### src/rtl/avalon_st_sigma_delta_sink.sv
// Avalon-ST sample sink: FIFO buffer, audio-rate release, 1st-order sigma-delta DAC.
// Define DAC_UNDERRUN_CNT_EN to add the saturating o_underrun_cnt port.
module avalon_st_sigma_delta_sink #(
    parameter int FIFO_DEPTH = 16,
    parameter int CLK_DIV    = 2083,
    parameter int DATA_W     = 16
) (
    input  logic                          clk,
    input  logic                          reset,
    input  logic [31:0]                   asi_data,
    input  logic                          asi_valid,
    output logic                          asi_ready,
    input  logic                          i_clr_underrun,
    output logic [$clog2(FIFO_DEPTH):0]   o_level,
    output logic                          o_underrun,
    output logic                          o_sample_tick,
    output logic                          o_dac_out
`ifdef DAC_UNDERRUN_CNT_EN
    ,
    output logic [15:0]                   o_underrun_cnt
`endif
);

    localparam int AW = $clog2(FIFO_DEPTH);
    localparam int CW = $clog2(CLK_DIV);
    localparam logic [AW:0]       FULL    = (AW+1)'(FIFO_DEPTH);
    localparam logic [CW-1:0]     TICK_AT = CW'(CLK_DIV - 1);
    localparam logic [DATA_W-1:0] MSB     = {1'b1, {(DATA_W-1){1'b0}}};

    logic [DATA_W-1:0] mem [FIFO_DEPTH];
    logic [AW-1:0]     wr_ptr;
    logic [AW-1:0]     rd_ptr;
    logic [CW-1:0]     div_cnt;
    logic [DATA_W-1:0] sample;
    logic [DATA_W-1:0] acc;
    logic [DATA_W:0]   sum;
    logic              push;
    logic              pop;
    logic              underrun;
    logic              unused_bits;

    assign unused_bits = ^asi_data[31:DATA_W];

    assign asi_ready     = (o_level < FULL);
    assign o_sample_tick = (div_cnt == TICK_AT);
    assign push          = asi_valid && asi_ready;
    assign pop           = o_sample_tick && (o_level != '0);
    assign underrun      = o_sample_tick && (o_level == '0);

    // Offset-binary view of the signed sample feeds the accumulator.
    assign sum = {1'b0, acc} + {1'b0, sample ^ MSB};

    always_ff @(posedge clk) begin
        if (push) begin
            mem[wr_ptr] <= asi_data[DATA_W-1:0];
        end
    end

    always_ff @(posedge clk or negedge reset) begin
        if (!reset) begin
            wr_ptr  <= '0;
            rd_ptr  <= '0;
            o_level <= '0;
        end else begin
            if (push) begin
                wr_ptr <= wr_ptr + 1'b1;
            end
            if (pop) begin
                rd_ptr <= rd_ptr + 1'b1;
            end
            unique case ({push, pop})
                2'b10:   o_level <= o_level + 1'b1;
                2'b01:   o_level <= o_level - 1'b1;
                default: o_level <= o_level;
            endcase
        end
    end

    always_ff @(posedge clk or negedge reset) begin
        if (!reset) begin
            div_cnt <= '0;
        end else if (o_sample_tick) begin
            div_cnt <= '0;
        end else begin
            div_cnt <= div_cnt + 1'b1;
        end
    end

    // An empty FIFO at a tick plays midscale; a same-cycle push never falls through.
    always_ff @(posedge clk or negedge reset) begin
        if (!reset) begin
            sample <= '0;
        end else if (pop) begin
            sample <= mem[rd_ptr];
        end else if (underrun) begin
            sample <= '0;
        end
    end

    always_ff @(posedge clk or negedge reset) begin
        if (!reset) begin
            o_underrun <= 1'b0;
        end else if (underrun) begin
            o_underrun <= 1'b1;
        end else if (i_clr_underrun) begin
            o_underrun <= 1'b0;
        end
    end

    always_ff @(posedge clk or negedge reset) begin
        if (!reset) begin
            acc       <= '0;
            o_dac_out <= 1'b0;
        end else begin
            acc       <= sum[DATA_W-1:0];
            o_dac_out <= sum[DATA_W];
        end
    end

`ifdef DAC_UNDERRUN_CNT_EN
    logic [15:0] cnt_base;

    // Clear applies before the increment, so clear+underrun yields 1.
    assign cnt_base = i_clr_underrun ? 16'h0000 : o_underrun_cnt;

    always_ff @(posedge clk or negedge reset) begin
        if (!reset) begin
            o_underrun_cnt <= '0;
        end else if (underrun && (cnt_base != 16'hFFFF)) begin
            o_underrun_cnt <= cnt_base + 16'h0001;
        end else begin
            o_underrun_cnt <= cnt_base;
        end
    end
`endif

endmodule

### config.mk
export PLATFORM = sky130hd
export DESIGN_NAME = avalon_st_sigma_delta_sink
export DESIGN_NICKNAME = d
export VERILOG_FILES = /design/src/rtl/avalon_st_sigma_delta_sink.sv
export SDC_FILE = /design/constraint.sdc
export NUM_CORES = 1
export LEC_CHECK = 0
export ABC_AREA = 1
export BUFFER_PORTS_ARGS = -buffer_cell sky130_fd_sc_hd__buf_2
export CORE_MARGIN = 3
export CORE_UTILIZATION = 62
export CTS_CLUSTER_DIAMETER = 120
export DETAILED_ROUTE_END_ITERATION = 7
export PLACE_DENSITY = 0.87
export SETUP_SLACK_MARGIN = 0.15
export SYNTH_ARGS = -nofsm -noshare
export SYNTH_HDL_FRONTEND = slang
export SYNTH_SLANG_ARGS = --single-unit
### constraint.sdc
create_clock -name clk -period 3.4 [get_ports clk]
set_input_delay 0.34 -clock clk [delete_from_list [all_inputs] [get_ports clk]]
set_output_delay 0.34 -clock clk [all_outputs]
set_load 0.05 [all_outputs]
==> run metrics, run 1 <==
status finished clean; I/O pins 45; sequential area share after synthesis about two thirds; ant diodes 0; Detail Placement HPWL 17,200 um; Final setup viols 0; Psw about 1.4 mW; crit path kind reg2reg; CORE AREA about 0.021 mm^2; setup TNS 0 ps; DRT iter0 DRCs between 1,000 and 1,500; cells after synthesis roughly 1,200; Die Y roughly 150 um; Syn. warnings 0; Slew @ Worst Pin about 860 ps; #FFs+latches synth approximately 320; Synth area leader edfxtp_1; Site Rows 53; max cap viols 0; Area contributors post-synth edfxtp_1 56%, nand2_1 11%, dfrtp_1 11%, nand3_1 9.1%, ha_1 2.5%; # clock sinks about 320; Hold Vio Cnt, Final 0; die area 0.0238 mm^2; worst-skew pair later-pin latency between 500 and 600 ps; CTS tree done; drt first pass iters 6; clock slew at reported path FFs ~60 ps; reg2reg path depth 18; Int Pwr between 6 and 7 mW; Slew HR between 40 and 50%; hold crit path type in2reg; total number of H-tree levels 1; GRT overflow 0; sequential power share between 50% and 60%; fin nets 1,347; antenna-violating nets left 0; Synth Area per Inst about 11 um^2; Worst EP required between 3000 and 4000 ps; crit path DAT around 3400 ps; leakage between 6 and 7 nW; combinational power share less than 1%; Final Util between 70 and 80%; largest net degree at the start of global routing between 100 and 150; Netlist Area Pre-Place approximately 0.014 mm^2; CP endpoint kind flip-flop; share of cells above drive strength 1 a little over a tenth; wire length per cell ~19 um; Area growth, synth to finish 10.9%; antenna violations before repair 0; fmax ~0.34 GHz; Max rail drop VDD between 0.5 and 0.6 mV; GR Util All Layers between 20% and 30%; vias per cell around 5.9; cell count of the worst hold path 1; via count approximately 9,400; Clock power frac ~44%; CP startpoint kind flip-flop; fin. max-slew vios 0; drt drc 0; post-cts resize count 0; clock buffer depth 3; Post-Route WL between 30,000 and 40,000 um; sw frac a little under a fifth; total design power 7.59 mW; fin crit share 86.1%; port bufs 28; global-route wire length before repair 48,200 um; vias in the first global route around 9,300; Die X between 150 and 200 um; GPL Wtd Cong 0.889; CTS Buf Count 31; Setup Skew 10.5 ps; RSZ-0062 raised after global routing no; Post-CTS Setup Bufs 0; Yosys top cell area share 56.3%; Max FO, Critical Path 5; root buf cell clkbuf_16; Net Count, Synth around 1,300; PwrDens ~500 mW/mm^2; Tmin final between 2000 and 3000 ps; Initial Utilization a little under two thirds; Cell variety after synth 34
final timing paths:
kind / from / endpoint / slack [ps]
max in group asynchronous: reset / div_cnt[1] / 2310
worst max-delay path: div_cnt[0] / o_level[4] / 470
worst min-delay path: asi_data[5] / mem[13][5] / 140
worst max register to register: div_cnt[0] / o_level[4] / 470
worst min register to register: acc[0] / acc[0] / 470
min in group asynchronous: reset / o_dac_out / 340
Yosys cell counts:
master    count
o21bai_1      3
nand3b_1      2
nor3b_1       1
edfxtp_1    256
nor2_1       40
inv_1        68
a21boi_0      1
buf_1        11
inv_2         2
clkbuf_1     13
nor2_8        1
xnor2_1       3
nor3_1        6
buf_2        28
fa_1          1
nand2_1     406
or2_4         1
and2_1        2
buf_4         2
nand3_1     249
o21ai_1       3
a21oi_1      10
dfrtp_1      59
or2_2         2
nor2_4        1
nand3_4       1
nand3_2      16
clkinv_1      1
xor2_1       20
o21ai_0       7
nor3_2        2
nand4_1       2
buf_8         2
ha_1         27
critical path, stage by stage (launching register included):
cell and delay [ps]:
dfrtp_1 400, inv_1 90, ha_1 160, inv_1 70, nor3_1 220, nand3_1 110, or2_2 300, nor2_1 150
ha_1 320, xor2_1 240, ha_1 190, inv_1 40, nand2_1 90, nand3_1 110, nand2_1 90, nand2_1 70
nand2_1 70, nand2_1 50, o21ai_0 70
metal layers:
layer	GRT usage (%)	vias up	routed length, um
met1	33.3	4398	11200
met5	0	-	0
met4	9.34	0	1010
met2	44.1	531	15400
met3	4.22	97	2950
li1	-	4332	-
area by class of cell:
type / count / area [um^2]
flip-flops and latches: 315 / 9170
clock buffers: 44 / 845
fillers: 1336 / 6220
repair buffers: 57 / 375
multi-input cells: 807 / 3980
inverters: 71 / 268
clock inverters: 14 / 158
well taps: 275 / 344
metrics by stage:
stage	hold WS, ps	worst slack (ps)	instances	area, um^2
2_1_floorplan	44.4	779	1249	13600
3_3_place_gp	397	734	1523	14100
3_5_place_dp	405	573	1523	14100
4_1_cts	130	475	1583	15100
5_1_grt	134	216	1583	15100
6_report	143	472	1583	15100
power groups by stage:
stage	clock, mW	combinational, mW	sequential (mW)
2_1_floorplan	0	0.00000227	4.25
3_3_place_gp	0	0.0599	4.25
3_5_place_dp	0	0.0633	4.25
4_1_cts	3.38	0.0654	4.17
5_1_grt	3.53	0.0738	4.17
6_report	3.35	0.0640	4.17
cell usage in the layout, fill, tap and decap left out, types with 3 or more instances in the layout:
| master | instances |
|---|---|
| buf_2 | 28 |
| buf_4 | 26 |
| clkbuf_1 | 11 |
| clkinv_1 | 6 |
| nor2_1 | 24 |
| nand3_2 | 16 |
| o21bai_1 | 3 |
| nand2_1 | 406 |
| clkinv_2 | 5 |
| o21ai_1 | 3 |
| xor2_1 | 20 |
| nor3_1 | 6 |
| edfxtp_1 | 256 |
| a21oi_1 | 10 |
| o21ai_0 | 7 |
| inv_2 | 3 |
| xnor2_1 | 3 |
| clkbuf_16 | 31 |
| nand3_1 | 249 |
| nor2_2 | 16 |
| dfrtp_1 | 57 |
| inv_1 | 66 |
| bufinv_16 | 3 |
| ha_1 | 27 |
registers in the layout (all words and copies together), names as in the netlist:
name and count:
mem 256, sample 16, o_underrun 1, acc 16
rd_ptr 4, o_level 5, div_cnt 12, wr_ptr 4
o_dac_out 1
timing repair:
item                                    4_1_cts  5_1_grt
hold endpoints to repair                     29        0
endpoints found under the setup margin        0        0
hold buffers                                  2        0
kinds of logic (layout without fill, tap and decap cells):
group,Yosys count,in the layout,synth area share (%)
xor gates and xnor gates,23,23,1.48
DFF,315,315,67.2
adders and majority gates,28,28,2.62
and+or+nand+nor,732,732,23.8
buffers and inverters,127,186,3.97
AOI/OAI and AO/OA,24,24,0.954
(Power assumes the default switching activity.)
==> run 2: changes to the inputs <==
CTS_CLUSTER_SIZE = 10   (was not set)
PLACE_DENSITY = 0.82   (was 0.87)
==> run metrics, run 2 (synthesis results as in run 1) <==
most frequent cells in the layout 406 x nand2_1, 256 x edfxtp_1, 249 x nand3_1; Final setup viols 0; Hold Vio Cnt, Final 0; die area 0.0238 mm^2; clock buffer depth 3; Post-Route WL between 30,000 and 40,000 um; worst stage delay on the critical path about 400 ps; # clock sinks approximately 320; I/O pins between 40 and 50; antenna violations before repair 1; setup TNS 0 ps; leakage around 6.2 nW; total number of H-tree levels 2; DRT iter0 DRCs approximately 1,100; Initial Utilization between 60% and 70%; Largest regs mem x256, acc x16, sample x16; commonest non-fill, non-tap cell in the layout nand2_1; Int Pwr between 6 and 7 mW; combinational power share less than 1%; global-route wire length before repair roughly 48,000 um; sequential power share ~54%; clock slew at reported path FFs 60 ps; CP startpoint kind flip-flop; largest net degree at the start of global routing roughly 130; worst path bufs/invs 3; root buf cell clkbuf_16; Top reg by flops mem; GPL Wtd Cong 0.879; Detail Placement HPWL ~17,000 um; Worst EP required between 3000 and 4000 ps; worst-skew pair later-pin latency around 510 ps; wire length per cell between 15 and 20 um; dpl cell area roughly 0.014 mm^2; sw frac roughly a fifth; Slew @ Worst Pin between 800 and 900 ps; Max rail drop VDD around 0.44 mV; Slowest-stage cell, CP dfrtp_1; status finished clean; antenna-violating nets left 0; fin. max-slew vios 0; Max FO, Critical Path 5; vias per cell between 5 and 6; RSZ-0062 raised after global routing no; PwrDens about 510 mW/mm^2; CTS Buf Count 37; port bufs 28; fmax approximately 0.36 GHz; GRT overflow 0; drt first pass iters 5; via count 9,285; share of cells above drive strength 1 a little over a tenth; fin crit share around 80%; Setup Skew 25.4 ps; fin nets approximately 1,400; crit path kind reg2reg; Site Rows between 50 and 60; family with the most delay on the worst path simple AND/OR/NAND/NOR gates; GR Util All Layers about a quarter; design area 0.0152 mm^2; crit path DAT 3170 ps; Post-CTS Setup Bufs 0; Area growth, synth to finish 11.4%; vias in the first global route between 9,000 and 10,000; drt drc 0; Die Y 154 um; CORE AREA 0.0214 mm^2; Tmin final about 2800 ps; Die X roughly 150 um; Clock power frac a little under half; hold crit path type in2reg; CTS tree done; Slew HR 43.5%; CP endpoint kind flip-flop; Filler cells about 1,400; max FFs per register roughly 260; max cap viols 0; CP cell instances inv_1, ha_1, inv_1, nor3_1, nand3_1, or2_2, nor2_1, ha_1, xor2_1, ha_1, inv_1, nand2_1, nand3_1, nand3b_1, nand2_1, nand2_1, o21ai_0; Psw roughly 1.5 mW
run 2: cell types whose count changed in the layout (fill, tap and decap cells not counted), moves of 2 or more:
cell       before  now
clkinv_1        6    1
buf_4          26   24
clkinv_2        5    1
bufinv_16       3    0
clkbuf_1       11   21
clkbuf_16      31   39
clkbuf_8        2    0
run 2: layout make-up:
cell class | instances | area, um^2 | share of cell area, %
multi-input cells | 807 | 3980 | 26.2
flip-flops and latches | 315 | 9170 | 60.3
diodes | 1 | 2.50 | 0.0165
well taps | 275 | 344 | 2.26
clock inverters | 2 | 16.3 | 0.107
repair buffers | 55 | 370 | 2.44
clock buffers | 60 | 1050 | 6.94
inverters | 71 | 268 | 1.76
run 2: through the flow:
step / instances / total power [mW] / worst slack [ps] / hold WS [ps] / util (%)
floorplan: 1249 / 4.25 / 779 / 44.4 / -
global placement: 1522 / 4.31 / 729 / 394 / 66.1
detailed placement: 1522 / 4.32 / 676 / 390 / 66.1
CTS: 1585 / 7.79 / 639 / 5.37 / 71.2
global route: 1586 / 7.96 / 326 / 8.00 / 71.2
finish: 1586 / 7.75 / 623 / 12.7 / 71.2
run 2: per-layer routing:
metal	vias to the layer above	track usage, %	part of all wire, %
li1	4332	-	-
met1	4424	33.0	37
met2	421	44.5	51
met3	108	4.48	7.9
met4	0	11.5	3.8
met5	-	0	0
run 2: path summary, 6_finish.rpt:
check                           cells after the start            from  slack [ps]          to
worst max-delay path                               17      div_cnt[0]         620  o_level[4]
worst min-delay path                                2  i_clr_underrun          10  o_underrun
worst min register to register                      1      div_cnt[0]         470  div_cnt[0]
min in group asynchronous                           2           reset         370   o_dac_out
max in group asynchronous                           3           reset        2150   rd_ptr[1]
worst max register to register                     17      div_cnt[0]         620  o_level[4]
run 2: timing repair:
item | 4_1_cts | 5_1_grt
endpoints found under the hold margin | 27 | 0
hold buffers | 1 | 0
gates resized for setup | 0 | 0
run 2: power groups by stage:
stage          combinational [mW]  sequential [mW]  clock [mW]
5_1_grt                    0.0737             4.17        3.71
3_3_place_gp               0.0614             4.25           0
6_report                   0.0646             4.18        3.50
4_1_cts                    0.0653             4.18        3.54
2_1_floorplan          0.00000227             4.25           0
3_5_place_dp               0.0641             4.25           0
==> run 3: changes to the inputs <==
ABC_AREA = 0   (was 1)
CORE_UTILIZATION = 56   (was 62)
PLACE_DENSITY = 0.78   (was 0.82)
clock period = 2.3 ns   (was 3.4 ns; I/O delays follow)
==> run metrics, run 3 <==
family with the most delay on the worst path simple AND/OR/NAND/NOR gates; M2 GR Usage just under 40%; GR Util All Layers between 20% and 30%; # clock sinks about 320; CP startpoint kind flip-flop; leakage between 5 and 6 nW; drt first pass iters 5; CORE AREA between 0.02 and 0.025 mm^2; largest net degree at the start of global routing 40; Tmin final between 2000 and 3000 ps; Site Rows between 50 and 60; clock slew at reported path FFs 60 ps; total number of H-tree levels 2; fin. max-slew vios 0; Post-synth EDFFs about 260; Crit path top cell by count buf_6; most frequent cells in the layout 256 x edfxtp_1, 80 x mux4_2, 57 x dfrtp_1; GPL Wtd Cong roughly 0.76; worst stage delay on the critical path between 400 and 500 ps; cells after synthesis 661; Slowest-stage cell, CP or4_4; commonest non-fill, non-tap cell in the layout edfxtp_1; PwrDens between 700 and 800 mW/mm^2; via count ~6,700; Detail Placement HPWL between 15,000 and 20,000 um; Die X 157 um; Slew HR approximately two thirds; DP Cell Count approximately 1,000; Largest regs mem x256, acc x16, sample x16; sequential area share after synthesis a little under three quarters; global-route wire length before repair 43,200 um; Setup Skew roughly 15 ps; Netlist Area Pre-Place about 0.013 mm^2; GRT met1 Usage 32.7%; Post-Layout Cell Count ~1,100; Top reg by flops mem; design area about 0.015 mm^2; worst path bufs/invs 6; vias in the first global route 7,147; wire length per cell around 26 um; crit path DAT 3260 ps; GRT overflow 0; setup TNS -6930 ps; crit path kind reg2reg; Worst EP required around 2700 ps; antenna violations before repair 2; Area contributors post-synth edfxtp_1 60%, mux4_2 14%, dfrtp_1 12%, ha_1 2.6%, xnor2_1 1.4%; Synth area leader edfxtp_1; Slew @ Worst Pin between 500 and 600 ps; Post-synth ARST share a little under a fifth; Area growth, synth to finish 18.6%; fin crit share 124%; Net Count, Synth ~730; max cap viols 0; Post-Route WL 28,000 um; Syn. warnings 0; CP endpoint kind flip-flop; hold crit path type in2reg; CTS Buf Count 37; gr busiest metal met2; Initial Utilization about 58%; #FFs+latches synth between 300 and 400; CP cell instances nor4b_2, nand4_1, or4_4, a21oi_4, buf_4, buf_6, buf_6, buf_6, buf_6, buf_12, ha_4, a21oi_1, o21bai_1, xnor2_1, nor2_1, xnor2_1; RSZ-0062 raised after global routing yes; antenna-violating nets left 0; clock buffer depth 3; Die Y between 150 and 200 um; dpl cell area roughly 0.014 mm^2; die area between 0.02 and 0.025 mm^2; top-count cell post-synth edfxtp_1; fin nets 844; Hold Vio Cnt, Final 0; fmax around 0.35 GHz; Max rail drop VDD between 0.7 and 0.8 mV; CTS tree done; status finished with violations; vias per cell between 6 and 7; top cells by count, synth 256 x edfxtp_1, 80 x mux4_2, 59 x dfrtp_1; met3 usage under 10%; worst-skew pair later-pin latency around 520 ps; Cell variety after synth slightly above 50; Yosys top cell area share about three fifths; I/O pins 45; port bufs 28; max FFs per register ~260; Top FF cell, synth edfxtp_1; Max FO, Critical Path 2; root buf cell clkbuf_16; Final setup viols 26; share of cells above drive strength 1 between 30% and 40%; drt drc 0; Synth Area per Inst 19.4 um^2; violated checks setup timing; final hold slack just under 80 ps; min setup slack post-route -560 ps; DRT iter0 DRCs roughly 730
## run 3: kinds of logic (layout without fill, tap and decap cells)
| kind of cell | after synthesis | after routing | synth area share, % |
|---|---|---|---|
| AO/OA/AOI/OAI | 62 | 62 | 3.59 |
| XOR/XNOR | 31 | 31 | 2.17 |
| adder cells (fa/ha/maj) | 28 | 28 | 2.79 |
| buffers and inverters | 43 | 174 | 1.73 |
| flip-flops | 315 | 315 | 71.4 |
| multiplexers | 83 | 83 | 14.3 |
| other | 0 | 1 | 0 |
| AND/OR/NAND/NOR | 99 | 99 | 4.04 |
## run 3: through the flow
stage | total power, mW | worst slack (ps) | util [%]
5_1_grt | 11.8 | -705 | 68.7
3_3_place_gp | 6.39 | -400 | 62.3
3_5_place_dp | 6.40 | -563 | 62.3
6_report | 11.4 | -560 | 68.7
4_1_cts | 11.5 | -488 | 67.9
2_1_floorplan | 6.31 | -686 | -
## run 3: final timing paths
path                                  start     endpoint  slack, ps  cells past startpoint
worst max register to register   div_cnt[7]   o_level[4]       -560                     16
worst min register to register   sample[15]   sample[15]        510                      1
min in group asynchronous             reset  div_cnt[11]        210                      2
worst min-delay path            asi_data[6]   mem[12][6]         80                      1
worst max-delay path             div_cnt[7]   o_level[4]       -560                     16
max in group asynchronous             reset      acc[11]       1390                      3
## run 3: repair_timing
action,4_1_cts,5_1_grt
endpoints found under the hold margin,20,0
pin swaps,5,14
hold buffers,2,0
setup buffers,9,11
cloned,1,0
resized for setup,21,24
endpoints found under the setup margin,27,33
## run 3: layout make-up
type,instances,area [um^2]
repair buffers,107,1020
fillers,1352,6940
multi-input cells,303,3590
well taps,280,350
diodes,1,2.50
inverters,16,62.6
clock inverters,3,43.8
clock buffers,48,988
flip-flops and latches,315,9170
## run 3: layer usage
metal	vias to the layer above	part of all wire (%)	routed length (um)
met5	-	0.046	13
met4	2	2.3	650
met3	50	6.7	1880
met2	269	52	14700
met1	3500	38	10700
li1	2883	-	-
## run 3: where the power goes
group | leakage, nW | internal (mW) | switching [mW] | total (mW)
registers | 3.09 | 6.18 | 0.00312 | 6.18
logic | 1.85 | 0.0236 | 0.0904 | 0.114
clock network | 0.497 | 3.00 | 2.11 | 5.11
